File: src/rtl/uart_tx_arbiter.sv
// Round-robin arbiter that feeds bytes from two requesters to one UART
// transmitter, with launch strobe, done timeout and inter-byte gap.
module uart_tx_arbiter #(
    parameter int DONE_TIMEOUT = 1024,
    parameter int GAP_CLKS     = 4
) (
    input  logic       i_Clock,
    input  logic       i_Reset,
    input  logic       i_Req0_Valid,
    input  logic [7:0] i_Req0_Byte,
    output logic       o_Req0_Ready,
    input  logic       i_Req1_Valid,
    input  logic [7:0] i_Req1_Byte,
    output logic       o_Req1_Ready,
    output logic       o_Tx_DV,
    output logic [7:0] o_Tx_Byte,
    input  logic       i_Tx_Active,
    input  logic       i_Tx_Done,
    output logic [1:0] o_Grant,
    output logic       o_Busy,
    output logic       o_Timeout
);

    localparam int TW = 11;
    localparam int GW = 4;
    localparam logic [TW-1:0] TO_LAST  = TW'(DONE_TIMEOUT - 1);
    localparam logic [GW-1:0] GAP_LAST = GW'(GAP_CLKS - 1);

    generate
        if (DONE_TIMEOUT < 16 || DONE_TIMEOUT > 2047) begin : g_bad_to
            $error("DONE_TIMEOUT out of range 16..2047");
        end
        if (GAP_CLKS < 1 || GAP_CLKS > 15) begin : g_bad_gap
            $error("GAP_CLKS out of range 1..15");
        end
    endgenerate

    typedef enum logic [1:0] {
        S_IDLE,
        S_LAUNCH,
        S_WAIT,
        S_GAP
    } state_t;

    state_t          r_State;
    state_t          w_Next;
    logic [TW-1:0]   r_To_Cnt;
    logic [TW-1:0]   w_To_Cnt;
    logic [GW-1:0]   r_Gap_Cnt;
    logic [GW-1:0]   w_Gap_Cnt;
    logic [7:0]      r_Tx_Byte;
    logic [7:0]      w_Tx_Byte;
    logic [1:0]      r_Grant;
    logic [1:0]      w_Grant;
    logic            r_Prio;
    logic            w_Prio;

    logic            w_Win0;
    logic            w_Win1;
    logic            w_Can_Accept;
    logic            w_Rdy0;
    logic            w_Rdy1;
    logic            w_To_Hit;

    // r_Prio = 0 means requester 0 wins a tie, 1 means requester 1
    assign w_Win0 = i_Req0_Valid & (~i_Req1_Valid | ~r_Prio);
    assign w_Win1 = i_Req1_Valid & (~i_Req0_Valid | r_Prio);

    assign w_Can_Accept = (r_State == S_IDLE) & ~i_Tx_Active & ~i_Reset;
    assign w_Rdy0       = w_Can_Accept & w_Win0;
    assign w_Rdy1       = w_Can_Accept & w_Win1;

    // Done in the last timeout cycle takes precedence over the abort
    assign w_To_Hit = (r_State == S_WAIT) & ~i_Tx_Done
                    & (r_To_Cnt == TO_LAST);

    assign o_Req0_Ready = w_Rdy0;
    assign o_Req1_Ready = w_Rdy1;
    assign o_Tx_DV      = (r_State == S_LAUNCH);
    assign o_Tx_Byte    = r_Tx_Byte;
    assign o_Grant      = r_Grant;
    assign o_Busy       = (r_State != S_IDLE);
    assign o_Timeout    = w_To_Hit;

    always_comb begin
        w_Next    = r_State;
        w_To_Cnt  = r_To_Cnt;
        w_Gap_Cnt = r_Gap_Cnt;
        w_Tx_Byte = r_Tx_Byte;
        w_Grant   = r_Grant;
        w_Prio    = r_Prio;
        unique case (r_State)
            S_IDLE: begin
                if (w_Rdy0 | w_Rdy1) begin
                    w_Tx_Byte = w_Rdy1 ? i_Req1_Byte : i_Req0_Byte;
                    w_Grant   = {w_Rdy1, w_Rdy0};
                    w_Prio    = w_Rdy0;
                    w_Next    = S_LAUNCH;
                end
            end
            S_LAUNCH: begin
                w_To_Cnt = '0;
                w_Next   = S_WAIT;
            end
            S_WAIT: begin
                if (i_Tx_Done || w_To_Hit) begin
                    w_Gap_Cnt = '0;
                    w_Next    = S_GAP;
                end else begin
                    w_To_Cnt = r_To_Cnt + TW'(1);
                end
            end
            S_GAP: begin
                if (r_Gap_Cnt == GAP_LAST) begin
                    w_Grant = 2'b00;
                    w_Next  = S_IDLE;
                end else begin
                    w_Gap_Cnt = r_Gap_Cnt + GW'(1);
                end
            end
            default: begin
                w_Grant = 2'b00;
                w_Next  = S_IDLE;
            end
        endcase
    end

    always_ff @(posedge i_Clock) begin
        if (i_Reset) begin
            r_State   <= S_IDLE;
            r_To_Cnt  <= '0;
            r_Gap_Cnt <= '0;
            r_Tx_Byte <= 8'h00;
            r_Grant   <= 2'b00;
            r_Prio    <= 1'b0;
        end else begin
            r_State   <= w_Next;
            r_To_Cnt  <= w_To_Cnt;
            r_Gap_Cnt <= w_Gap_Cnt;
            r_Tx_Byte <= w_Tx_Byte;
            r_Grant   <= w_Grant;
            r_Prio    <= w_Prio;
        end
    end

endmodule

File: config.mk
export PLATFORM = sky130hd
export DESIGN_NAME = uart_tx_arbiter
export DESIGN_NICKNAME = d
export VERILOG_FILES = /design/src/rtl/uart_tx_arbiter.sv
export SDC_FILE = /design/constraint.sdc
export NUM_CORES = 1
export LEC_CHECK = 0
export BUFFER_PORTS_ARGS = -buffer_cell sky130_fd_sc_hd__buf_2
export CORE_MARGIN = 3
export CORE_UTILIZATION = 41
export CTS_CLUSTER_SIZE = 24
export DETAILED_ROUTE_END_ITERATION = 8
export GPL_ROUTABILITY_DRIVEN = 0
export PLACE_DENSITY_LB_ADDON = 0.3
export SKIP_LAST_GASP = 1
export SYNTH_ARGS = -nofsm -noshare
export SYNTH_HDL_FRONTEND = slang
export SYNTH_SLANG_ARGS = --single-unit
File: constraint.sdc
create_clock -name i_Clock -period 1.8 [get_ports i_Clock]
set_input_delay 0.27 -clock i_Clock [delete_from_list [all_inputs] [get_ports i_Clock]]
set_output_delay 0.27 -clock i_Clock [all_outputs]
set_load 0.02 [all_outputs]
Word-level counts from Yosys, hierarchy flattened
Cells that the tools add are included.

storage, ports and cells
  memories kept = 0
  ROM bits = 0
  register bits after elaboration = 28
  output and inout bits = 15
  RAM bits = 0
  bits in latches = 0

operators by class
  reductions and logical operators = 11
  order comparisons = 0
  $mul = 0
  bitwise operators = 17
  multiplexer cells = 12
  equality and inequality tests = 10
  shifts and indexed selects = 0
  div/mod/pow operators = 0
  add/sub/neg operators = 2

operators by type and width
  kind                   count
  $pmux 11 s2            1
  $add 11x1->11 const B  1
  $eq 11x10->1 const B   1
  $mux 11                1
  $reduce_and 3->1       3
  $and 1x1->1            8
  $mux 2                 4
  $mux 4                 2
  $mux 8                 1
  $pmux 2 s4             1
  $pmux 4 s2             1
  $reduce_bool 2->1      4
  $ne 2x2->1 const B     3
  $not 1->1              6
  $add 4x1->4 const B    1
  $eq 2x2->1 const B     2
  $eq 4x2->1 const B     1
  $ne 2x1->1 const B     2
  $pmux 2 s2             1
  $reduce_and 2->1       2
  $or 1x1->1             3
  $eq 2x1->1 const B     1
  $logic_not 2->1        1
  $logic_or 1x1->1       1

Longest topological paths before layout
Gate-level depths: netlist (run 1).

  depth after elaboration = 7
  mapped depth = 8

Worst setup path after synthesis (run 1)
OpenSTA, ideal clock, no wires.

  kind = register -> output
  start point = register r_To_Cnt[0]
  end point = output port o_Timeout
  buffers on the path = 0
  data required time = 1.530 ns
  arrival = 1.441 ns
  stages on the path, launching flop included = 5
  setup slack = 0.089 ns
  cells stage by stage = dfxtp_1 > ha_1 > nand3_1 > or2_2 > nor3_1

on the way
  longest elaborated chain between the ends = 2

ends and longest elaborated chain
  item                    RTL line  RTL
  from (decl)             47        logic [TW-1:0] r_To_Cnt;
  from (signal assigned)  138       r_To_Cnt <= w_To_Cnt;
  $eq 11x10->1            75        & (r_To_Cnt == TO_LAST);
  $and 1x1->1             75
  to (decl)               21        output logic o_Timeout

No other way between the ends.

Worst setup path in the final report (run 1)
  start point = register r_To_Cnt[1]
  end point = output port o_Timeout

The elaborated chain is that of the path after synthesis.

==> results.py, run 1 <==
metrics = {
    "run_status": {
        "status": "finished, final reports clean",
    },
    "setup_path": {
        "cp_slowest_cell": "dfxtp_2",
        "r2r_end": "r_Gap_Cnt[3]$_SDFFE_PP0P_",
        "cp_top_family": "simple AND/OR/NAND/NOR gates",
        "crit_end": "o_Timeout",
        "regToRegSetupSlack_ps": 80,
        "required_ps": 1530,
        "crit_arrival_ps": 1470,
        "cp_max_fo": 3,
        "crit_start": "r_To_Cnt[1]$_SDFFE_PP0P_",
        "critPathLaunchType": "flop",
        "crit_chain": "ha_4, nand3_4, or2_4, nor3_4, buf_6",
        "path_depth": 5,
        "reg2reg_from": "r_To_Cnt[1]$_SDFFE_PP0P_",
        "path_buf_inv": 1,
        "cp_slowest_stage_delay_ps": 360,
        "worstSetupEndpointType": "output pin",
        "crit_type": "flop to output pin",
        "ff2ff_path_depth": 5,
    },
    "cells_and_area": {
        "fillers": 296,
        "antenna_cells": 0,
        "nets": 264,
        "final_area_mm2": 0.00210,
        "area_growth_pct": 39.9,
        "drive_gt1_frac": 0.415,
        "final_util": 0.610,
    },
    "timing": {
        "hold_ws_ps": 322,
        "hold_viol": 0,
        "setup_viol": 0,
        "period_needed_ps": 1740,
        "finalSetupTns_ps": 0,
        "rsz0062_at_grt": "true",
        "skew_ps": 1.73,
        "slew_viol_final": 0,
        "max-slew-margin-rel": 0.650,
        "period_share": 0.966,
        "worstMarginPinSlew_ps": 511,
        "fmax_mhz": 575,
    },
    "flow_run": {
        "drv_cap": 0,
    },
    "synth": {
        "synth_top_area_cell": "dfxtp_1",
        "syn_nets": 200,
        "ys_types": 43,
        "ys_seq_elements": 28,
        "netlist_area_mm2": 0.00150,
        "yosysWarningCount": 0,
        "synth_cells": 172,
        "ys_seq_area_frac": 0.374,
        "avgSynthCellArea_um2": 8.72,
        "synth_edf_count": 0,
        "synth_common_cells": "dfxtp_1 (28), nor2_1 (14), a21oi_1 (13)",
        "ys_async_sr_fraction": 0,
        "synth_top_cell_area_share": 0.374,
        "synth_most_common_cell": "dfxtp_1",
        "synthFlopType": "dfxtp_1",
        "netlist_top_cells_area": "dfxtp_1 (37%), mux2i_1 (6.0%), ha_1 (5.0%), a211oi_1 (4.5%), a21oi_1 (4.3%)",
    },
    "power_and_ir_drop": {
        "total_power_mw": 1.84,
        "power.leakage_nw": 0.930,
        "ir_worst_vdd_mv": 0.430,
        "powerDensity_mw_per_mm2": 877,
    },
    "placed_design": {
        "port_buffers": 36,
        "dpl-instance-area_mm2": 0.00186,
        "dp_hpwl_um": 2520,
    },
    "global_route": {
        "grt_pass1_vias": 1283,
        "grt_remaining_overflow": 0,
        "grtUsageTotal": 0.156,
        "grt_start_max_net_pins": 17,
        "grt_antenna_before_repair": 0,
        "grt_pass1_wl_um": 5400,
    },
    "clock_network": {
        "cts_hold_buf": 0,
        "cts_sinks": 28,
        "cts_tree": "yes",
        "cts_buffer_depth": 2,
        "path_clk_slew_ps": 90,
        "clockRootBuffer": "clkbuf_8",
        "clk_latency_ps": 270,
        "cts-buffers-inserted": 3,
        "cts.htree.levels": 1,
    },
    "drt": {
        "highest_layer": "met4",
        "routed_wl_um": 3600,
        "ant_nets": 0,
        "wl_met2_um": 1730,
        "wl_met1_um": 1650,
        "drt_iter0_drc": 113,
        "via_count": 1516,
        "post_drt_wl_per_cell_um": 12.9,
        "drc": 0,
        "dr_wl_met3_um": 166,
        "vias_per_cell": 5.41,
        "dr.pass1.iters": 4,
    },
    "floorplanning": {
        "rows": 21,
        "coreArea_mm2": 0.00344,
        "dieWidth_um": 66.5,
        "dieArea_mm2": 0.00442,
        "fp.dieH_um": 66.5,
        "initial_core_util": 0.436,
        "io_pins": 37,
    },
    "hold_path": {
        "hold_path.class": "input port to flop",
    },
}
[registers in the layout (all words and copies together), names as in the netlist]
register / cells
r_To_Cnt: 11
o_Tx_Byte: 8
o_Grant: 2
r_State: 2
r_Gap_Cnt: 4
r_Prio: 1
[metrics by stage]
stage | setup WS (ps) | cells
after global placement | 102 | 266
after global routing | -25.4 | 280
after CTS | 1.62 | 268
final | 60.6 | 280
after detailed placement | 49.3 | 266
after floorplan | 88.8 | 172
[layout by cell type, fill, tap and decap left out, drive strengths merged, types with 2 or more instances in the layout]
| cell | n |
|---|---|
| buf | 66 |
| dfxtp | 28 |
| nor2 | 14 |
| a21oi | 13 |
| nand2 | 12 |
| inv | 10 |
| mux2i | 9 |
| a211oi | 9 |
| o21ai | 7 |
| nand3 | 6 |
| ha | 6 |
| or3 | 4 |
| o2111ai | 4 |
| nand2b | 4 |
| or2 | 4 |
| or4 | 3 |
| clkbuf | 3 |
| nor2b | 3 |
| nand4 | 3 |
| o31a | 2 |
| a2111o | 2 |
| xnor2 | 2 |
| a31o | 2 |
| o31ai | 2 |
| and4 | 2 |
| a221oi | 2 |
[worst min-delay path, cell delays in order]
cell and delay, ps:
buf_2 90, mux2i_1 110, a211oi_1 80
[power breakdown]
| group | switching (mW) | internal (mW) | total, mW |
|---|---|---|---|
| combinational | 0.415 | 0.360 | 0.775 |
| clock | 0.190 | 0.150 | 0.340 |
| sequential | 0.0404 | 0.686 | 0.726 |
| total | 0.645 | 1.20 | 1.84 |
[logic make-up (layout without fill, tap and decap cells)]
logic type | after synthesis | count (layout) | share of synthesized area
simple gates | 61 | 61 | 0.224
compound gates | 49 | 49 | 0.231
flops | 28 | 28 | 0.374
buf+inv | 17 | 79 | 0.0500
mux | 9 | 9 | 0.0601
fa+ha+maj | 6 | 6 | 0.0500
xor+xnor | 2 | 2 | 0.0117
[layer usage]
layer | vias to the layer above | track usage
met2 | 37 | 0.259
met3 | 4 | 0.0320
met1 | 707 | 0.195
li1 | 768 | -
met4 | 0 | 0.0660
met5 | - | 0
[worst min path at each step]
stage	endpoint	startpoint	depth (start not counted)
2_1_floorplan	r_To_Cnt[10]$_SDFFE_PP0P_	r_To_Cnt[10]$_SDFFE_PP0P_	1
3_3_place_gp	r_To_Cnt[10]$_SDFFE_PP0P_	r_To_Cnt[10]$_SDFFE_PP0P_	1
3_5_place_dp	r_To_Cnt[10]$_SDFFE_PP0P_	r_To_Cnt[10]$_SDFFE_PP0P_	1
4_1_cts	o_Tx_Byte[4]$_SDFFE_PP0P_	i_Req1_Byte[4]	3
5_1_grt	o_Tx_Byte[2]$_SDFFE_PP0P_	i_Req1_Byte[2]	3
6_report	o_Tx_Byte[4]$_SDFFE_PP0P_	i_Req1_Byte[4]	3
[layout make-up]
class | count | area (um^2) | area share
multi-input combinational | 127 | 953 | 0.454
tap | 46 | 57.6 | 0.0274
timing repair buffer | 66 | 444 | 0.212
sequential | 28 | 566 | 0.269
inverter | 10 | 37.5 | 0.0179
clock buffer | 3 | 41.3 | 0.0197
[repair_timing]
item                       in CTS  in global routing
resized for setup              16                 18
setup buffers                   0                 12
setup endpoints to repair       3                  8
pin swaps                       1                  5
Power figures use the tool's default switching activity.
==> inputs of run 2 (changes only) <==
Settings changed: ABC_AREA set to 1.
Clock period 1.8 ns to 1.45 ns, I/O delays scaled along.
==> run 2 against run 1 <==
Net effect:
- the run now ends with negative setup slack left
- flip-flop and latch count unchanged
- clock power increased by 47%
- via count increased by 25%
- critical path type unchanged
- critical endpoint unchanged
- highest routed layer unchanged
==> results.py, run 2 <==
metrics = {
    "run_status": {
        "status": "complete, but fails checks",
        "violations": "negative setup slack",
    },
    "drt": {
        "dr.pass1.iters": 4,
        "post_drt_wl_per_cell_um": 14.6,
        "routed_wl_um": 5400,
        "drc": 0,
        "vias_per_cell": 5.13,
        "via_count": 1897,
        "ant_nets": 0,
        "drt_iter0_drc": 168,
    },
    "global_route": {
        "grt_pass1_vias": 1708,
        "grt_pass1_wl_um": 7360,
        "grtUsageTotal": 0.203,
        "grt_remaining_overflow": 0,
        "grt_antenna_before_repair": 0,
        "grt_start_max_net_pins": 16,
    },
    "cells_and_area": {
        "drive_gt1_frac": 0.481,
        "layoutNonFillerInstCount": 370,
        "nets": 351,
        "layout_commonest_cell": "nand2_1",
        "area_growth_pct": 58.3,
        "antenna_cells": 0,
        "final_cell_mix": "nand2_1 (64), buf_2 (33), buf_4 (30)",
        "fillers": 284,
        "multi_input_area_mm2": 0.00121,
        "final_util": 0.684,
        "largest_reg_flops": 11,
        "final-seq-area_um2": 571,
        "regMostFlops": "r_To_Cnt",
    },
    "floorplanning": {
        "initial_core_util": 0.432,
        "fp.dieH_um": 68.6,
        "dieWidth_um": 68.6,
        "coreArea_mm2": 0.00372,
        "io_pins": 37,
        "rows": 22,
        "dieArea_mm2": 0.00470,
    },
    "clock_network": {
        "cts_sinks": 28,
        "clockRootBuffer": "clkbuf_8",
        "cts.htree.levels": 1,
        "cts-buffers-inserted": 3,
        "cts_buffer_depth": 2,
        "cts_tree": "yes",
        "cts_hold_buf": 0,
        "clk_latency_ps": 280,
        "path_clk_slew_ps": 100,
    },
    "timing": {
        "skew_ps": 6.25,
        "hold_viol": 0,
        "worst_slack_ps": -183,
        "max-slew-margin-rel": 0.833,
        "setup_viol": 26,
        "worstMarginPinSlew_ps": 250,
        "hold_ws_ps": 251,
        "period_needed_ps": 1630,
        "rsz0062_at_grt": "true",
        "finalSetupTns_ps": -1220,
        "slew_viol_final": 0,
        "fmax_mhz": 612,
        "period_share": 1.13,
    },
    "synth": {
        "synth_top_cell_area_share": 0.349,
        "netlist_area_mm2": 0.00161,
        "yosysWarningCount": 0,
        "ys_types": 27,
        "synth_top_area_cell": "dfxtp_1",
        "ys_seq_area_frac": 0.349,
        "ys_async_sr_fraction": 0,
        "synth_most_common_cell": "nand2_1",
        "syn_nets": 273,
        "avgSynthCellArea_um2": 6.55,
        "netlist_top_cells_area": "dfxtp_1 (35%), nand2_1 (18%), nor2_1 (9.4%), a21oi_1 (5.3%), nand3_1 (5.0%)",
        "synth_common_cells": "nand2_1 (76), nor2_1 (40), dfxtp_1 (28)",
        "synth_cells": 245,
        "ys_seq_elements": 28,
        "synth_edf_count": 0,
        "synthFlopType": "dfxtp_1",
    },
    "power_and_ir_drop": {
        "power.leakage_nw": 1.17,
        "power_frac_comb": 0.509,
        "powerDensity_mw_per_mm2": 1150,
        "ir_worst_vdd_mv": 0.779,
        "power_frac_seq": 0.320,
        "pwr-share-clk": 0.170,
        "p_int_mw": 1.76,
        "switching_share": 0.399,
        "p_switching_mw": 1.17,
    },
    "setup_path": {
        "ff2ff_path_depth": 12,
        "path_buf_inv": 1,
        "cp_slowest_stage_delay_ps": 410,
        "crit_type": "flop to output pin",
        "path_depth": 5,
        "required_ps": 1230,
        "worstSetupEndpointType": "output pin",
        "critPathLaunchType": "flop",
        "cp_slowest_cell": "dfxtp_2",
        "crit_chain": "nand2_1, nor2_4, nand3_4, nor3_4, buf_6",
        "crit_arrival_ps": 1420,
        "cp_max_fo": 5,
        "cp_top_family": "simple AND/OR/NAND/NOR gates",
    },
    "flow_run": {
        "drv_cap": 0,
    },
    "hold_path": {
        "hold_path.class": "input port to flop",
        "holdPathStages": 5,
    },
    "placed_design": {
        "dp_hpwl_um": 2990,
        "dp.cells": 349,
        "dp_slack_ps": -99.1,
        "port_buffers": 36,
    },
}
run 2: changes by cell type after synthesis, moves of 4 or more:
cell       previous run  this run
o2111ai_1             4         0
nand3_1               6        16
or3_1                 4         0
a21oi_1              13        17
nand2b_1              4         0
nor2_1               14        40
mux2i_1               9         0
nand2_1              12        76
o21ai_0               7        11
a211oi_1              9         0
inv_1                10        19
run 2: cell families after synthesis:
| group | share of synthesized area |
|---|---|
| buffers and inverters | 0.0779 |
| AOI/OAI and AO/OA | 0.117 |
| DFF | 0.349 |
| and+or+nand+nor | 0.404 |
| adders and majority gates | 0.0468 |
| xor gates and xnor gates | 0.00546 |
run 2: per-stage QoR:
step                power [mW]  cell area [um^2]
floorplan                 1.56              1620
global placement          1.90              2010
detailed placement        1.91              2010
CTS                       2.56              2230
global route              3.08              2540
finish                    2.93              2540
run 2: path summary, 6_finish.rpt:
kind | from | endpoint | slack (ps)
setup / recovery | r_To_Cnt[6]$_SDFFE_PP0P_ | o_Timeout | -180
hold reg to reg | o_Grant[1]$_SDFFE_PP0P_ | o_Grant[1]$_SDFFE_PP0P_ | 480
setup reg to reg | r_State[0]$_SDFFE_PP0P_ | r_State[1]$_SDFFE_PP0P_ | -150
hold / removal | i_Req1_Byte[6] | o_Tx_Byte[6]$_SDFFE_PP0P_ | 250
run 2: metal layers:
metal	GRT usage	wire, um	vias up
li1	-	-	944
met1	0.266	2200	865
met2	0.341	2790	74
met3	0.0292	260	14
met4	0.0670	153	0
met5	0	0	-
run 2: repair_timing:
action / CTS / global route
resized for setup: 34 / 68
cloned: 0 / 2
endpoints found under the setup margin: 29 / 31
setup buffers: 9 / 10
pin swaps: 11 / 26
run 2: cell type report:
class                      count  share of cell area
timing repair buffer          77               0.216
sequential                    28               0.225
multi-input combinational    191               0.475
inverter                      22              0.0394
tap                           48              0.0236
clock buffer                   4              0.0217
run 2: worst register-to-register path, delay by kind of cell (launching register included):
kind          cells  cell delay, ps
fa+ha+maj         1             160
simple gates      8             700
buf+inv           3             330
flops             1             350
run 2: power groups by stage:
stage	clock (mW)	combinational (mW)	sequential, mW
6_report	0.499	1.49	0.938
3_5_place_dp	0	0.970	0.940
2_1_floorplan	0	0.570	0.989
4_1_cts	0.500	1.13	0.929
3_3_place_gp	0	0.967	0.934
5_1_grt	0.538	1.59	0.950
